==> src/rtl/spi_slave_pkg.sv <==
// rtl/spi_slave_pkg.sv - shared types and constants for the SPI nibble receiver
package spi_slave_pkg;

  typedef enum logic [1:0] {IDLE, SHIFT, DONE} spi_state_t;

  localparam logic [3:0] CMD_WR_DEFAULT = 4'hA;
  localparam int         BYTE_W         = 8;

endpackage

==> src/rtl/sync_ff.sv <==
// rtl/sync_ff.sv - one-bit multi-flop synchroniser with configurable reset value
module sync_ff #(
  parameter int   DEPTH   = 2,
  parameter logic RST_VAL = 1'b0
) (
  input  logic clk,
  input  logic rst,
  input  logic d_i,
  output logic q_o
);

  logic [DEPTH-1:0] sync_q;

  always_ff @(posedge clk or posedge rst) begin
    if (rst) begin
      sync_q <= {DEPTH{RST_VAL}};
    end else begin
      sync_q <= {sync_q[DEPTH-2:0], d_i};
    end
  end

  assign q_o = sync_q[DEPTH-1];

endmodule

==> src/rtl/spi_slave_nibble_rx.sv <==
// rtl/spi_slave_nibble_rx.sv - SPI mode-0 slave byte receiver holding a 4-bit display code
// Optional MISO echo of the last accepted byte is built when MISO_ECHO_EN is defined.
module spi_slave_nibble_rx
  import spi_slave_pkg::*;
#(
  parameter logic [3:0] CMD_WR  = CMD_WR_DEFAULT,
  parameter int         SYNC_FF = 2
) (
  input  logic       clk,
  input  logic       rst,
  input  logic       sclk,
  input  logic       mosi,
  input  logic       cs_n,
  output logic       miso,
  output logic [3:0] nibble,
  output logic       byte_valid,
  output logic       cmd_err,
  output logic       frame_err
);

  logic sclk_s, mosi_s, csn_s;

  sync_ff #(.DEPTH(SYNC_FF), .RST_VAL(1'b0)) u_sync_sclk (.clk(clk), .rst(rst), .d_i(sclk), .q_o(sclk_s));
  sync_ff #(.DEPTH(SYNC_FF), .RST_VAL(1'b0)) u_sync_mosi (.clk(clk), .rst(rst), .d_i(mosi), .q_o(mosi_s));
  sync_ff #(.DEPTH(SYNC_FF), .RST_VAL(1'b1)) u_sync_csn  (.clk(clk), .rst(rst), .d_i(cs_n), .q_o(csn_s));

  spi_state_t        state_q;
  logic              sclk_d1_q, csn_d1_q;
  logic [BYTE_W-1:0] shift_q, shift_d;
  logic [2:0]        bit_cnt_q, bit_cnt_d;
  logic [3:0]        nibble_q;
  logic              byte_valid_q, cmd_err_q, frame_err_q;
  logic              sclk_rise, csn_fall, accept, last_bit;

  assign sclk_rise = sclk_s & ~sclk_d1_q;
  assign csn_fall  = ~csn_s & csn_d1_q;
  assign shift_d   = {shift_q[BYTE_W-2:0], mosi_s};
  assign bit_cnt_d = bit_cnt_q + 3'd1;
  assign accept    = (shift_q[BYTE_W-1:4] == CMD_WR);
  assign last_bit  = (bit_cnt_q == 3'd7);

  always_ff @(posedge clk or posedge rst) begin
    if (rst) begin
      state_q      <= IDLE;
      sclk_d1_q    <= 1'b0;
      csn_d1_q     <= 1'b1;
      shift_q      <= '0;
      bit_cnt_q    <= 3'd0;
      nibble_q     <= 4'h0;
      byte_valid_q <= 1'b0;
      cmd_err_q    <= 1'b0;
      frame_err_q  <= 1'b0;
    end else begin
      sclk_d1_q    <= sclk_s;
      csn_d1_q     <= csn_s;
      byte_valid_q <= 1'b0;
      cmd_err_q    <= 1'b0;
      frame_err_q  <= 1'b0;
      case (state_q)
        IDLE: begin
          if (csn_fall) begin
            bit_cnt_q <= 3'd0;
            state_q   <= SHIFT;
          end
        end
        SHIFT: begin
          // An 8th edge coinciding with cs_n rising still completes the byte.
          if (sclk_rise && (!csn_s || last_bit)) begin
            shift_q   <= shift_d;
            bit_cnt_q <= bit_cnt_d;
            if (last_bit) state_q <= DONE;
          end else if (csn_s) begin
            frame_err_q <= (bit_cnt_q != 3'd0);
            bit_cnt_q   <= 3'd0;
            shift_q     <= '0;
            state_q     <= IDLE;
          end
        end
        DONE: begin
          byte_valid_q <= 1'b1;
          if (accept) nibble_q  <= shift_q[3:0];
          else        cmd_err_q <= 1'b1;
          state_q <= csn_s ? IDLE : SHIFT;
        end
        default: state_q <= IDLE;
      endcase
    end
  end

  assign nibble     = nibble_q;
  assign byte_valid = byte_valid_q;
  assign cmd_err    = cmd_err_q;
  assign frame_err  = frame_err_q;

`ifdef MISO_ECHO_EN
  logic [BYTE_W-1:0] last_byte_q, last_byte_d;
  logic [BYTE_W-2:0] echo_q;
  logic              miso_q;
  logic              sclk_fall;

  assign sclk_fall   = ~sclk_s & sclk_d1_q;
  assign last_byte_d = accept ? shift_q : last_byte_q;

  always_ff @(posedge clk or posedge rst) begin
    if (rst) begin
      last_byte_q <= '0;
      echo_q      <= '0;
      miso_q      <= 1'b0;
    end else begin
      if (state_q == DONE) last_byte_q <= last_byte_d;
      case (state_q)
        IDLE: begin
          if (csn_fall) begin
            miso_q <= last_byte_q[BYTE_W-1];
            echo_q <= last_byte_q[BYTE_W-2:0];
          end else begin
            miso_q <= 1'b0;
          end
        end
        SHIFT: begin
          // The trailing fall of the previous byte arrives with bit_cnt 0 and must not shift.
          if (csn_s || (sclk_rise && last_bit)) begin
            miso_q <= 1'b0;
          end else if (sclk_fall && bit_cnt_q != 3'd0) begin
            miso_q <= echo_q[BYTE_W-2];
            echo_q <= {echo_q[BYTE_W-3:0], 1'b0};
          end
        end
        DONE: begin
          if (!csn_s) begin
            miso_q <= last_byte_d[BYTE_W-1];
            echo_q <= last_byte_d[BYTE_W-2:0];
          end else begin
            miso_q <= 1'b0;
          end
        end
        default: miso_q <= 1'b0;
      endcase
    end
  end

  assign miso = miso_q;
`else
  assign miso = 1'b0;
`endif

endmodule

==> config.mk <==
export PLATFORM = sky130hd
export DESIGN_NAME = spi_slave_nibble_rx
export DESIGN_NICKNAME = d
export VERILOG_FILES = /design/src/rtl/spi_slave_pkg.sv /design/src/rtl/sync_ff.sv /design/src/rtl/spi_slave_nibble_rx.sv
export SDC_FILE = /design/constraint.sdc
export NUM_CORES = 1
export LEC_CHECK = 0
export CORE_MARGIN = 10
export CORE_UTILIZATION = 40
export CTS_BUF_LIST = sky130_fd_sc_hd__clkbuf_4 sky130_fd_sc_hd__clkbuf_8
export CTS_CLUSTER_SIZE = 30
export DETAILED_ROUTE_END_ITERATION = 12
export GPL_TIMING_DRIVEN = 0
export HOLD_SLACK_MARGIN = 0.1
export PLACE_DENSITY_LB_ADDON = 0.12
export SKIP_CTS_REPAIR_TIMING = 1
export SLEW_MARGIN = 30
export SYNTH_ARGS = -nofsm -noshare
export SYNTH_HDL_FRONTEND = slang
export SYNTH_SLANG_ARGS = --single-unit
==> constraint.sdc <==
create_clock -name clk -period 1.9 [get_ports clk]
set_clock_uncertainty 0.1 [all_clocks]
set_input_delay 0.38 -clock clk [delete_from_list [all_inputs] [get_ports clk]]
set_output_delay 0.38 -clock clk [all_outputs]
set_load 0.01 [all_outputs]
==> results.yml, run 1 <==
pwr:
  cellPowerDensity_nw_per_um2: 770
  p_leak_nw: 0.606
  seqPwrFrac: 0.656
  internal-power_uw: 752
  p_sw_frac: 0.209
  p_clk_frac: 0.293
  p_sw_uw: 199
  peakVddDrop_mv: 0.455
  pwr-share-comb: 0.051
routing:
  drt_iter0_drc: 16
  drcViolationCount: 0
  wirelength_um: 1630
  wl_per_cell_um: 13.9
  first_pass_iters: 4
  via_count: 597
  ant_nets: 0
  vias_per_cell: 5.10
setup_path:
  critPathLaunchType: "flop"
  critical_path_arrival_ns: 1.85
  worst-path-max-fanout: 10
  critPathKind: "flop to flop"
  endpoint_kind: "flop"
  cp.required_ns: 2.02
synthesis:
  synth.most_common_cell: "dfrtp_1"
  synth_cell_types: 22
  syn_nets: 80
  synthTopCellsByCount: "dfrtp_1 (25), a22o_1 (10), inv_1 (5)"
  ys.flop_type: "dfrtp_1"
  synth_cells: 72
  ys_ff_latch: 28
  netlist_area_um2: 1050
  synth.top_cell.area_share: 0.595
  post-synth-top-area-cell: "dfrtp_1"
  synth.area.top_cells: "dfrtp_1 (60%), a22o_1 (8.3%), dfstp_2 (7.5%)"
  async_reset_ff_frac: 1.00
  yosys_warnings: 0
  syn_area_per_cell_um2: 14.6
  synth_edf_count: 0
  yosysSeqAreaShare: 0.670
cts:
  numCtsBuffers: 3
  clock_path_buffers: 2
  clock-sinks: 28
  root_buffer: "clkbuf_4"
  worstSkewPairLatency_ns: 0.32
  cts-htree-levels: 1
  clk_pin_slew_ns: 0.13
  cts_tree: "yes"
die:
  die_h_um: 71.3
  coreArea_um2: 2500
  rows: 18
  start_util: 0.420
  die_w_um: 71.3
  io_pins: 13
  dieArea_um2: 5080
placement:
  portBuffers: 11
  globalplace.congestion: 0.776
  placed_area_um2: 1200
  hpwl_um: 1170
layout:
  design_area_um2: 1230
  num-nets-final: 96
  fillCellCount: 238
  area_growth_pct: 17.5
  diodes: 0
  drive_gt1_frac: 0.138
min_path:
  hp-class: "flop to flop"
sta:
  rsz0062_at_grt: "false"
  period_minus_slack_ns: 1.73
  tightestPinTransition_ns: 0.551
  fin_crit_sh: 0.913
  timing.setup.tns_ns: 0
  setup_viol: 0
  fmax_mhz: 577
  hold_ws_ns: 0.270
  finalHoldViolations: 0
  slew_headroom: 0.630
  slew_violations: 0
global_routing:
  first_global_vias: 616
  grt_pass1_wl_um: 2830
  grt_antenna_before_repair: 0
  grtUsageTotal: 0.0675
  grt_max_degree: 29
  gr-total-overflow: 0
status:
  status: "finished, final reports clean"
run:
  maxCapViolations: 0
## state kept, by name (all words and copies together) (netlist names)
name	count
bit_cnt_q	3
cmd_err	1
frame_err	1
byte_valid	1
u_sync_csn.sync_q	2
u_sync_mosi.sync_q	2
u_sync_sclk.sync_q	2
state_q	2
sclk_d1_q	1
shift_q	8
csn_d1_q	1
nibble	4
## stage by stage
| stage | power [mW] | utilization | worst slack [ns] | cells |
|---|---|---|---|---|
| 5_1_grt | 0.997 | 0.494 | 0.0867 | 117 |
| 3_5_place_dp | 0.685 | 0.479 | 0.171 | 113 |
| 2_1_floorplan | 0.665 | - | 0.271 | 72 |
| 4_1_cts | 0.965 | 0.494 | 0.155 | 117 |
| 6_report | 0.951 | 0.494 | 0.166 | 117 |
| 3_3_place_gp | 0.683 | 0.479 | 0.156 | 113 |
## final timing paths
path | cells after the start | from | slack (ns) | endpoint
setup reg to reg | 6 | bit_cnt_q[0]$_DFFE_PP0P_ | 0.17 | bit_cnt_q[1]$_DFFE_PP0P_
hold reg to reg | 0 | u_sync_csn.sync_q[0]$_DFF_PP1_ | 0.27 | u_sync_csn.sync_q[1]$_DFF_PP1_
min in group asynchronous | 2 | rst | 0.31 | shift_q[2]$_DFFE_PP0P_
max in group asynchronous | 2 | rst | 1.01 | csn_d1_q$_DFF_PP1_
setup / recovery | 6 | bit_cnt_q[0]$_DFFE_PP0P_ | 0.17 | bit_cnt_q[1]$_DFFE_PP0P_
hold / removal | 0 | u_sync_csn.sync_q[0]$_DFF_PP1_ | 0.27 | u_sync_csn.sync_q[1]$_DFF_PP1_
## final cells by class
| cell class | instances | area, µm² | share of cell area |
|---|---|---|---|
| buffer | 2 | 18.8 | 0.0152 |
| inverter | 5 | 18.8 | 0.0152 |
| timing repair buffer | 11 | 110 | 0.0892 |
| clock buffer | 4 | 36.3 | 0.0294 |
| multi-input combinational | 37 | 309 | 0.250 |
| sequential | 28 | 704 | 0.570 |
| tap | 30 | 37.5 | 0.0304 |
## critical path, cell delays in order, from the launching register on
cell and delay [ns]:
dfrtp_1 0.42, ha_1 0.21, ha_1 0.20, nand2b_1 0.14, and3_1 0.20, buf_6 0.14
a22o_1 0.23
## layer usage
metal  GRT usage  vias up  wire, µm
met1      0.0796      297       785
met3      0.0303        5        99
met5           0        -         0
met2       0.101       13       714
met4      0.0344        0        29
li1            -      282         -
## placed cells by master (no fill, tap or decap), drive strengths merged, types with 2 or more instances in the layout
master	instances
a22o	10
nor3	2
clkbuf	4
clkdlybuf4s50	11
inv	5
mux2	5
nand2	2
dfstp	3
nand2b	2
buf	2
dfrtp	25
nor2b	3
ha	3
and3	2
## cells by family after synthesis
group | count (synthesis) | synth area share
flops | 28 | 0.670
mux | 5 | 0.0536
simple gates | 14 | 0.0869
other cells | 1 | 0.00357
buf+inv | 7 | 0.0357
fa+ha+maj | 3 | 0.0357
compound gates | 14 | 0.114
## power by group through the flow
stage                     registers, mW  logic (mW)  clock network (mW)
after CTS                         0.624      0.0503               0.290
after detailed placement          0.635      0.0498                   0
after floorplan                   0.632      0.0328                   0
after global placement            0.634      0.0488                   0
after global routing              0.627      0.0561               0.314
final                             0.624      0.0487               0.279
Note: power is estimated with default switching activity, not from simulation.
==> run 2: changes to the inputs <==
MAX_ROUTING_LAYER = met4   (was unset)
==> run 2 against run 1 <==
Count of clock-buffer cells in the layout stayed put; total power stayed put; core utilization stayed put; flip-flop and latch count stayed put; critical endpoint unchanged; sequential share of layout area stayed put.
==> results.yml, run 2 (same netlist as run 1, synthesis figures left out) <==
setup_path:
  critPathKind: "flop to flop"
  crit_buf_inv: 1
  crit_slowest_cell: "dfrtp_1"
  path_cells: "ha_1, ha_1, nand2b_1, and3_1, buf_6, a22o_1"
  worst-path-max-fanout: 10
  crit_family: "flip-flops"
  critical_path_arrival_ns: 1.85
  cpPeakStageDelay_ns: 0.42
  endpoint_kind: "flop"
  cp.required_ns: 2.02
  cp_common_cell: "ha_1"
  critPathLaunchType: "flop"
global_routing:
  grt_max_degree: 29
  grt_pass1_wl_um: 2830
  grtUsageTotal: 0.0694
  first_global_vias: 616
  grt_antenna_before_repair: 0
  gr-total-overflow: 0
cts:
  worstSkewPairLatency_ns: 0.32
  clk_pin_slew_ns: 0.13
  clock_path_buffers: 2
  root_buffer: "clkbuf_4"
  cts_tree: "yes"
  cts-htree-levels: 1
  clock-sinks: 28
  numCtsBuffers: 3
sta:
  fmax_mhz: 577
  slew_headroom: 0.630
  tightestPinTransition_ns: 0.551
  period_minus_slack_ns: 1.73
  setup_viol: 0
  finalHoldViolations: 0
  timing.setup.tns_ns: 0
  hold_ws_ns: 0.270
  slew_violations: 0
  fin_crit_sh: 0.913
  rsz0062_at_grt: "false"
placement:
  placed_area_um2: 1200
  portBuffers: 11
  globalplace.congestion: 0.787
  hpwl_um: 1170
min_path:
  hp-class: "flop to flop"
layout:
  diodes: 0
  largest_reg_flops: 8
  regMostFlops: "shift_q"
  layout_common_cells: "dfrtp_1 (25), clkdlybuf4s50_1 (11), a22o_1 (10)"
  drive_gt1_frac: 0.138
  design_area_um2: 1230
  area_growth_pct: 17.5
  utilization: 0.494
  num-nets-final: 96
  layout_commonest_cell: "dfrtp_1"
run:
  maxCapViolations: 0
routing:
  ant_nets: 0
  wirelength_um: 1630
  first_pass_iters: 4
  drt_iter0_drc: 16
  wl_per_cell_um: 13.9
  vias_per_cell: 5.10
  via_count: 597
  drcViolationCount: 0
die:
  coreArea_um2: 2500
  start_util: 0.420
  die_w_um: 71.3
  io_pins: 13
  rows: 18
  die_h_um: 71.3
  dieArea_um2: 5080
pwr:
  pwr-share-comb: 0.051
  p_total_uw: 951
  cellPowerDensity_nw_per_um2: 770
  p_sw_frac: 0.209
  seqPwrFrac: 0.656
  p_clk_frac: 0.293
  peakVddDrop_mv: 0.455
  internal-power_uw: 752
  p_leak_nw: 0.606
  p_sw_uw: 199
status:
  status: "finished, final reports clean"
-- run 2: cell counts in the layout (fill, tap and decap cells not counted) --
Identical to the previous run, type by type.
-- run 2: worst register-to-register path: stages (launching register included) --
cell and delay [ns]:
dfrtp_1 0.42, ha_1 0.21, ha_1 0.20, nand2b_1 0.14, and3_1 0.20, buf_6 0.14, a22o_1 0.23
-- run 2: power by group through the flow --
stage | logic, mW | registers [mW] | clock network (mW)
2_1_floorplan | 0.0328 | 0.632 | 0
3_3_place_gp | 0.0488 | 0.634 | 0
3_5_place_dp | 0.0498 | 0.635 | 0
4_1_cts | 0.0503 | 0.624 | 0.290
5_1_grt | 0.0561 | 0.627 | 0.314
6_report | 0.0487 | 0.624 | 0.279
-- run 2: path summary, 6_finish.rpt --
| check | startpoint | end | slack, ns | cells past startpoint |
|---|---|---|---|---|
| max in group asynchronous | rst | csn_d1_q$_DFF_PP1_ | 1.01 | 2 |
| hold / removal | u_sync_csn.sync_q[0]$_DFF_PP1_ | u_sync_csn.sync_q[1]$_DFF_PP1_ | 0.27 | 0 |
| min in group asynchronous | rst | shift_q[2]$_DFFE_PP0P_ | 0.31 | 2 |
| hold reg to reg | u_sync_csn.sync_q[0]$_DFF_PP1_ | u_sync_csn.sync_q[1]$_DFF_PP1_ | 0.27 | 0 |
| setup / recovery | bit_cnt_q[0]$_DFFE_PP0P_ | bit_cnt_q[1]$_DFFE_PP0P_ | 0.17 | 6 |
| setup reg to reg | bit_cnt_q[0]$_DFFE_PP0P_ | bit_cnt_q[1]$_DFFE_PP0P_ | 0.17 | 6 |
-- run 2: final cells by class --
class,instances,area (µm²)
buffer,2,18.8
clock buffer,4,36.3
fill,238,1260
inverter,5,18.8
multi-input combinational,37,309
sequential,28,704
tap,30,37.5
timing repair buffer,11,110
-- run 2: stage by stage --
step / setup WS, ns / instances
after global placement: 0.156 / 113
after global routing: 0.0867 / 117
after floorplan: 0.271 / 72
final: 0.166 / 117
after CTS: 0.155 / 117
after detailed placement: 0.171 / 113
-- run 2: metal layers --
layer / vias to the layer above / global-route usage / wire length, µm
met1: 297 / 0.0813 / 797
li1: 282 / - / -
met3: 5 / 0.0275 / 86
met2: 13 / 0.101 / 714
met5: - / - / 0
met4: 0 / 0.0344 / 29
